### src/rtl/alu_arbiter_if.sv
// Signal bundle linking two requesters, the alu_arbiter and a shared combinational ALU.
interface alu_arbiter_if #(
  parameter int unsigned WIDTH = 32
);
  logic [1:0]       req_valid;
  logic [2:0]       req_func0;
  logic [2:0]       req_func1;
  logic [WIDTH-1:0] req_lhs0;
  logic [WIDTH-1:0] req_rhs0;
  logic [WIDTH-1:0] req_lhs1;
  logic [WIDTH-1:0] req_rhs1;
  logic [1:0]       req_ready;
  logic [1:0]       resp_valid;
  logic [1:0]       resp_ready;
  logic [WIDTH-1:0] resp_res;
  logic             resp_zero;
  logic             resp_neg;
  logic             resp_err;
  logic [2:0]       alu_func;
  logic [WIDTH-1:0] alu_lhs;
  logic [WIDTH-1:0] alu_rhs;
  logic [WIDTH-1:0] alu_res;
  logic             alu_zero;
  logic             alu_neg;
  logic             busy;

  modport slave (
    input  req_valid, req_func0, req_func1, req_lhs0, req_rhs0, req_lhs1, req_rhs1,
    input  resp_ready, alu_res, alu_zero, alu_neg,
    output req_ready, resp_valid, resp_res, resp_zero, resp_neg, resp_err,
    output alu_func, alu_lhs, alu_rhs, busy
  );

  modport master (
    output req_valid, req_func0, req_func1, req_lhs0, req_rhs0, req_lhs1, req_rhs1,
    output resp_ready, alu_res, alu_zero, alu_neg,
    input  req_ready, resp_valid, resp_res, resp_zero, resp_neg, resp_err,
    input  alu_func, alu_lhs, alu_rhs, busy
  );
endinterface

### src/rtl/alu_arbiter.sv
// Round-robin arbiter sharing one combinational ALU between two requesters,
// one operation in flight at a time (IDLE -> EXEC -> RESP).
module alu_arbiter #(
  parameter int unsigned WIDTH = 32
) (
  input logic          clk,
  input logic          rst_n,
  alu_arbiter_if.slave bus
);
  localparam logic [2:0] FUNC_ILLEGAL = 3'b110;

  typedef enum logic [1:0] {
    S_IDLE = 2'd0,
    S_EXEC = 2'd1,
    S_RESP = 2'd2
  } state_t;

  state_t           r_state;
  state_t           w_state_nxt;
  logic             r_prio;
  logic             r_grant;
  logic [2:0]       r_func;
  logic [WIDTH-1:0] r_lhs;
  logic [WIDTH-1:0] r_rhs;
  logic [WIDTH-1:0] r_res;
  logic             r_zero;
  logic             r_neg;
  logic             r_err;
  logic             w_grant;
  logic             w_accept;
  logic             w_illegal;
  logic             w_consume;

  // Pointer only matters on a tie; a lone requester always wins.
  assign w_grant   = (bus.req_valid == 2'b11) ? r_prio : bus.req_valid[1];
  assign w_accept  = (r_state == S_IDLE) && (|bus.req_valid);
  assign w_illegal = (r_func == FUNC_ILLEGAL);
  assign w_consume = (r_state == S_RESP) && bus.resp_ready[r_grant];

  always_ff @(posedge clk or negedge rst_n) begin
    if (!rst_n) r_state <= S_IDLE;
    else        r_state <= w_state_nxt;
  end

  always_comb begin
    w_state_nxt    = r_state;
    bus.req_ready  = 2'b00;
    bus.resp_valid = 2'b00;
    bus.alu_func   = 3'b000;
    bus.alu_lhs    = '0;
    bus.alu_rhs    = '0;
    case (r_state)
      S_IDLE: begin
        // Gated with rst_n so nothing is granted while reset is held.
        if (rst_n && (|bus.req_valid)) begin
          bus.req_ready = w_grant ? 2'b10 : 2'b01;
          w_state_nxt   = S_EXEC;
        end
      end
      S_EXEC: begin
        if (!w_illegal) begin
          bus.alu_func = r_func;
          bus.alu_lhs  = r_lhs;
          bus.alu_rhs  = r_rhs;
        end
        w_state_nxt = S_RESP;
      end
      S_RESP: begin
        bus.resp_valid = r_grant ? 2'b10 : 2'b01;
        if (bus.resp_ready[r_grant]) w_state_nxt = S_IDLE;
      end
      default: w_state_nxt = S_IDLE;
    endcase
  end

  // Request latch, response capture and pointer update.
  always_ff @(posedge clk or negedge rst_n) begin
    if (!rst_n) begin
      r_prio  <= 1'b0;
      r_grant <= 1'b0;
      r_func  <= 3'b000;
      r_lhs   <= '0;
      r_rhs   <= '0;
      r_res   <= '0;
      r_zero  <= 1'b0;
      r_neg   <= 1'b0;
      r_err   <= 1'b0;
    end else begin
      if (w_accept) begin
        r_grant <= w_grant;
        r_func  <= w_grant ? bus.req_func1 : bus.req_func0;
        r_lhs   <= w_grant ? bus.req_lhs1  : bus.req_lhs0;
        r_rhs   <= w_grant ? bus.req_rhs1  : bus.req_rhs0;
      end
      if (r_state == S_EXEC) begin
        if (w_illegal) begin
          r_res  <= '0;
          r_zero <= 1'b1;
          r_neg  <= 1'b0;
          r_err  <= 1'b1;
        end else begin
          r_res  <= bus.alu_res;
          r_zero <= bus.alu_zero;
          r_neg  <= bus.alu_neg;
          r_err  <= 1'b0;
        end
      end
      if (w_consume) r_prio <= ~r_prio;
    end
  end

  assign bus.resp_res  = r_res;
  assign bus.resp_zero = r_zero;
  assign bus.resp_neg  = r_neg;
  assign bus.resp_err  = r_err;
  assign bus.busy      = (r_state != S_IDLE);

endmodule

### src/flat_wrapper.sv
// flat-port wrapper written by rule: the top's interface ports become plain ports
module alu_arbiter_flat 
#(
  parameter int unsigned WIDTH = 32
)
  (clk, rst_n, bus_req_valid, bus_req_func0, bus_req_func1, bus_req_lhs0, bus_req_rhs0, bus_req_lhs1, bus_req_rhs1, bus_resp_ready, bus_alu_res, bus_alu_zero, bus_alu_neg, bus_req_ready, bus_resp_valid, bus_resp_res, bus_resp_zero, bus_resp_neg, bus_resp_err, bus_alu_func, bus_alu_lhs, bus_alu_rhs, bus_busy);
  alu_arbiter_if #(.WIDTH(WIDTH)) bus_i ();
  input logic clk;
  input logic rst_n;
  input wire logic [$bits(bus_i.req_valid)-1:0] bus_req_valid;
  input wire logic [$bits(bus_i.req_func0)-1:0] bus_req_func0;
  input wire logic [$bits(bus_i.req_func1)-1:0] bus_req_func1;
  input wire logic [$bits(bus_i.req_lhs0)-1:0] bus_req_lhs0;
  input wire logic [$bits(bus_i.req_rhs0)-1:0] bus_req_rhs0;
  input wire logic [$bits(bus_i.req_lhs1)-1:0] bus_req_lhs1;
  input wire logic [$bits(bus_i.req_rhs1)-1:0] bus_req_rhs1;
  input wire logic [$bits(bus_i.resp_ready)-1:0] bus_resp_ready;
  input wire logic [$bits(bus_i.alu_res)-1:0] bus_alu_res;
  input wire logic [$bits(bus_i.alu_zero)-1:0] bus_alu_zero;
  input wire logic [$bits(bus_i.alu_neg)-1:0] bus_alu_neg;
  output wire logic [$bits(bus_i.req_ready)-1:0] bus_req_ready;
  output wire logic [$bits(bus_i.resp_valid)-1:0] bus_resp_valid;
  output wire logic [$bits(bus_i.resp_res)-1:0] bus_resp_res;
  output wire logic [$bits(bus_i.resp_zero)-1:0] bus_resp_zero;
  output wire logic [$bits(bus_i.resp_neg)-1:0] bus_resp_neg;
  output wire logic [$bits(bus_i.resp_err)-1:0] bus_resp_err;
  output wire logic [$bits(bus_i.alu_func)-1:0] bus_alu_func;
  output wire logic [$bits(bus_i.alu_lhs)-1:0] bus_alu_lhs;
  output wire logic [$bits(bus_i.alu_rhs)-1:0] bus_alu_rhs;
  output wire logic [$bits(bus_i.busy)-1:0] bus_busy;
  assign bus_i.req_valid = bus_req_valid;
  assign bus_i.req_func0 = bus_req_func0;
  assign bus_i.req_func1 = bus_req_func1;
  assign bus_i.req_lhs0 = bus_req_lhs0;
  assign bus_i.req_rhs0 = bus_req_rhs0;
  assign bus_i.req_lhs1 = bus_req_lhs1;
  assign bus_i.req_rhs1 = bus_req_rhs1;
  assign bus_i.resp_ready = bus_resp_ready;
  assign bus_i.alu_res = bus_alu_res;
  assign bus_i.alu_zero = bus_alu_zero;
  assign bus_i.alu_neg = bus_alu_neg;
  assign bus_req_ready = bus_i.req_ready;
  assign bus_resp_valid = bus_i.resp_valid;
  assign bus_resp_res = bus_i.resp_res;
  assign bus_resp_zero = bus_i.resp_zero;
  assign bus_resp_neg = bus_i.resp_neg;
  assign bus_resp_err = bus_i.resp_err;
  assign bus_alu_func = bus_i.alu_func;
  assign bus_alu_lhs = bus_i.alu_lhs;
  assign bus_alu_rhs = bus_i.alu_rhs;
  assign bus_busy = bus_i.busy;
  alu_arbiter #(.WIDTH(WIDTH)) u_core (.clk(clk), .rst_n(rst_n), .bus(bus_i));
endmodule
### config.mk
export PLATFORM = sky130hd
export DESIGN_NAME = alu_arbiter_flat
export DESIGN_NICKNAME = d
export VERILOG_FILES = /design/src/rtl/alu_arbiter_if.sv /design/src/rtl/alu_arbiter.sv /design/src/flat_wrapper.sv
export SDC_FILE = /design/constraint.sdc
export NUM_CORES = 1
export LEC_CHECK = 0
export ABC_CLOCK_PERIOD_IN_PS = 4200
export BUFFER_PORTS_ARGS = -buffer_cell sky130_fd_sc_hd__buf_4
export CORE_AREA = 2 2 109 111
export CTS_CLUSTER_SIZE = 30
export DETAILED_ROUTE_END_ITERATION = 7
export DIE_AREA = 0 0 111 113
export GPL_TIMING_DRIVEN = 0
export MAX_ROUTING_LAYER = met4
export PLACE_DENSITY = 0.91
export SYNTH_ARGS = -nofsm -noshare
export SYNTH_HDL_FRONTEND = slang
export SYNTH_SLANG_ARGS = --single-unit
### constraint.sdc
create_clock -name clk -period 4.2 [get_ports clk]
set_clock_uncertainty 0.2 [all_clocks]
set_input_delay 0.42 -clock clk [delete_from_list [all_inputs] [get_ports clk]]
set_output_delay 0.42 -clock clk [all_outputs]
set_load 0.02 [all_outputs]
# After elaboration in Yosys (flattened, before gate mapping)
# Index checks and enable logic that the tools add are counted.
# word_totals
reg_bits	106
latchBits	0
ram_bits	0
rom_bits	0
inputBits	174
output_inout_bits	107
elab_cells	49
mem_count	0
# op_classes
n_addsub	0
n_mul	0
n_div	0
magnitude_cmp	1
eq_ne	6
shifts	0
mux	24
bitwise_logic	1
reduce_logical	7
# ops
operator	n
32-bit 2-to-1 mux	7
2-bit 2-to-1 mux	7
3-bit 2-to-1 mux	3
1-bit 2-to-1 mux	6
2-bit one-hot mux with 3 select lines	1
2-bit == test, second input constant	2
2-bit != test, second input constant	2
3-bit == test, second input constant	1
1-bit logical AND	3
2-bit by 1-bit == test with 1-bit output, second input constant	1
2-bit zero test	1
1-bit by 2-bit less-than comparator with 1-bit output, second input constant	1
2-bit AND reduction	1
2-bit nonzero test	1
2-bit OR reduction	1
1-bit inverter	1

# Depth between registers and ports, before layout
# depth
depth_word	5
ltp_mapped	7

# Worst setup path before layout
# No wires, ideal clock.
# synth_path
path_type	flip-flop to output port
from	register u_core.r_state[1]
to	output bus_alu_func[2]
t_arrival_ns	1.416
path_slack_ns	2.164
path_stages_with_launch	5
path_buffers	2
cell_sequence	dfrtp_1 nand2b_1 buf_2 buf_2 nor3b_1
# synth_between
elab_chain_cells	2
# synth_rtl
item	line	text
start, declared	alu_arbiter.sv:18	state_t r_state;
start signal, assigned	alu_arbiter.sv:42	else r_state <= w_state_nxt;
2-bit by 1-bit == test with 1-bit output	alu_arbiter.sv:52	case (r_state)
3-bit 2-to-1 mux	alu_arbiter.sv:52	
end, declared	flat_wrapper.sv:27	output wire logic [$bits(bus_i.alu_func)-1:0] bus_alu_func;
# Every way passes these cells.

# Worst setup path in the final report
# layout_path
from	register u_core.r_state[1]
to	output bus_alu_func[1]
# Same word-level chain as after synthesis.

==> results by group <==
Power
  • Cell Pwr Density: between 600 and 700 nW/um^2
  • Clock Power Share: approximately 15%
  • Maximum vdd drop: a little over 0.5 mV
  • Comb power frac: between 50% and 60%
  • Seq pwr share: around a third
  • Switch share: ~42%
  • Cell Int Power: approximately 3.1 mW
  • Total net switching power: between 2 and 2.5 mW
  • Leak Pwr: approximately 3.8 nW
  • Power, Total: around 5.3 mW

Clocking
  • Worst-Skew Late Latency: roughly 350 ps
  • CTS Buffer Depth: 2
  • Root Driver: clkbuf_16
  • CTS tree: yes
  • TritonCTS buffer count: 9
  • Post-CTS Resized: 0
  • Worst-path clk slew: 80 ps
  • Htree depth: 3
  • Clock sink count: ~110

Setup path
  • Critical path, cell by cell: nand2b_1 > a21oi_2 > clkbuf_1 > and2_1 > buf_4
  • CP Buf/Inv Count: 2
  • Crit Path Category: flop to output pin
  • Worst Path Required: between 3000 and 4000 ps
  • CP top delay family: buffers and inverters
  • Crit-path max FO: 10
  • Worst path max stage delay: 510 ps
  • Critical Path End Type: output pin
  • Worst Path Arrival: between 2000 and 2500 ps
  • Slowest-stage cell, CP: a21oi_2
  • CP Launch Type: flop

STA
  • Setup-failing EPs final: 0
  • RSZ-0062 raised after global routing: no
  • Slew at the pin closest to its max-slew limit: roughly 640 ps
  • WHS: just under 80 ps
  • Slew Limit Headroom: 57.62%
  • Fmax: 0.3420 GHz
  • Slew Viols, Final: 0
  • Final hold violations: 0
  • Crit path time final: roughly 2900 ps
  • Setup TNS: 0 ps
  • Period Utilization, post-route: a little over two thirds

Floorplan
  • Ports: ~280
  • Die area: around 13000 sq um
  • FP Rows: 39
  • Die H: 113 microns
  • Initial Util: roughly half
  • Die width: about 110 microns
  • Core area: between 10000 and 15000 sq um

Run
  • Max Cap Viol: 0

Route
  • WL final: roughly 19000 microns
  • Wire per inst: 18.74 microns
  • Initial DRC Count: 569
  • Vias per cell: 5.741
  • Post-DRT Antenna Nets: 0
  • DRC Markers: 0
  • Router iterations before antenna repair: 5
  • Vias: 5810

Synthesis
  • Synth Area in Simple Gates: 15.85%
  • Mapped Area: approximately 5400 sq um
  • Post-synthesis adder-cell area fraction: 0%
  • Largest family of logic cells by synthesized area: compound AO/OA/AOI/OAI gates
  • Compound-gate portion of the synthesized area: 27.96%
  • Post-synthesis instance total: approximately 570
  • Yosys reg bits: 106
  • Post-synthesis mux area share: less than 1%
  • XOR/XNOR share of the synthesized area: 0.1612%
  • Avg Cell Area, Syn: 9.498 sq um
  • Mapped Nets: roughly 750
  • Sequential share of the synthesized area: between 40% and 50%
  • Netlist cell types: 31
  • Warnings, synthesis: 0

Final layout
  • ANT cells: 0
  • Multi-input logic area: between 2000 and 2500 sq um
  • Ratio of cells with drive above 1 in the final layout: a little over two fifths
  • Area Growth Syn to Fin: 47.77%
  • Reg area: ~2700 sq um
  • Net count, final: 1038
  • Filler cells: approximately 880

Run status
  • Status: completed

Global route
  • Initial antenna violation count: 0
  • Gr usage total: between 30% and 40%
  • Grt ovf: 0
  • Vias in the first global route: approximately 5.8k
  • Largest net degree at the start of global routing: 108
  • First-pass GRT wire length: ~30000 microns

Place
  • DP HPWL: approximately 14000 microns
  • Port Buffers: 279
  • Placer Congestion: around 0.87

Worst hold path
  • Hold Crit Class: input port to flop
[Yosys cell counts]
library cell / n / area, sq um
a31oi_1: 67 / 419.2
buf_1: 1 / 3.750
nor2_4: 1 / 11.26
a21oi_2: 31 / 271.5
xor2_1: 1 / 8.760
a21oi_1: 38 / 190.2
buf_4: 4 / 30.03
mux2i_1: 1 / 10.01
nor2b_1: 1 / 6.260
nor2_2: 1 / 6.260
clkbuf_4: 2 / 15.01
or2_1: 1 / 6.260
o21ai_1: 5 / 25.02
inv_2: 2 / 7.510
nor2_1: 5 / 18.77
buf_2: 23 / 115.1
buf_6: 7 / 78.83
and2_1: 66 / 412.9
a22o_1: 33 / 289.0
o22ai_1: 1 / 6.260
nor2b_4: 1 / 13.76
nor3b_1: 1 / 7.510
a22oi_1: 1 / 7.510
clkbuf_1: 29 / 108.9
nor3_1: 2 / 10.01
inv_1: 6 / 22.52
nand3_1: 67 / 335.3
nand2b_1: 4 / 25.02
o21ai_0: 62 / 310.3
dfrtp_1: 106 / 2653
nand2_1: 2 / 7.510
[registers in the layout, summed over array words and instances (netlist names)]
| name | flops |
|---|---|
| u_core.bus.resp_neg | 1 |
| u_core.r_func | 3 |
| u_core.bus.resp_err | 1 |
| u_core.bus.resp_zero | 1 |
| u_core.bus.resp_res | 32 |
| u_core.r_rhs | 32 |
| u_core.r_prio | 1 |
| u_core.r_state | 2 |
| u_core.r_grant | 1 |
| u_core.r_lhs | 32 |
[worst paths after layout]
check                                        from                       to  slack (ps)  cells after the start
max in group asynchronous                   rst_n          u_core.r_rhs[7]        2900                      3
min in group asynchronous                   rst_n  u_core.bus.resp_res[24]         210                      2
setup / recovery                u_core.r_state[1]          bus_alu_func[1]        1280                      5
hold / removal                    bus_alu_res[27]  u_core.bus.resp_res[27]          80                      2
setup reg to reg                u_core.r_state[1]     u_core.bus.resp_zero        2190                      4
hold reg to reg            u_core.bus.resp_res[1]   u_core.bus.resp_res[1]         320                      1
[placed cells by master, fill, tap and decap left out, types with 2 or more instances in the layout]
master / count
and2_1: 66
a31oi_1: 67
inv_1: 6
clkinv_4: 3
clkbuf_16: 9
nor2_1: 5
a21oi_2: 31
inv_2: 2
a22o_1: 33
o21ai_0: 62
o21ai_1: 5
nand2b_1: 4
nand2_1: 2
a21oi_1: 38
nand3_1: 67
nor3_1: 2
clkbuf_1: 30
buf_4: 282
buf_6: 8
dfrtp_1: 106
buf_2: 23
clkbuf_4: 2
[stage by stage]
stage | std cells | cell area [sq um] | setup slack [ps] | utilization, %
2_1_floorplan | 572 | 5433 | 2164 | -
3_3_place_gp | 994 | 7706 | 1395 | 68.37
3_5_place_dp | 994 | 7706 | 1370 | 68.37
4_1_cts | 1010 | 7986 | 1238 | 70.85
5_1_grt | 1012 | 8028 | 1133 | 71.22
6_report | 1012 | 8028 | 1276 | 71.22
[timing repair]
action | 4_1_cts | 5_1_grt
hold buffers | 0 | 1
buffers inserted | 0 | 0
hold endpoints to repair | 0 | 42
[layer usage]
| layer | wire length, microns | global-route usage (%) |
|---|---|---|
| met1 | 7260 | 36.00 |
| met2 | 9769 | 51.00 |
| met3 | 1311 | 7.017 |
| met4 | 622 | 11.00 |
| met5 | 0 | - |
[worst reg2reg max path, cell delays in order (launching register included)]
cell and delay (ps):
dfrtp_1 410, nand2b_1 210, a21oi_2 510, clkbuf_1 420, a22oi_1 120
[area by class of cell]
class | count | area share [%]
plain buffers | 66 | 4.380
clock buffers | 10 | 2.852
clock inverters | 6 | 0.6390
inverters | 8 | 0.3741
multi-input cells | 392 | 29.88
flip-flops and latches | 106 | 33.04
well taps | 143 | 2.229
repair buffers | 281 | 26.61
[power by group through the flow]
stage	combinational, mW	clock, mW	sequential, mW
2_1_floorplan	1.49	0	1.94
3_3_place_gp	2.63	0	1.79
3_5_place_dp	2.69	0	1.83
4_1_cts	2.70	0.825	1.81
5_1_grt	2.92	0.867	1.88
6_report	2.71	0.807	1.83
[cells by family after synthesis]
kind of cell,Yosys count
buf+inv,74
flops,106
xor+xnor,1
compound gates,238
simple gates,152
mux,1
Power figures use the tool's default switching activity.
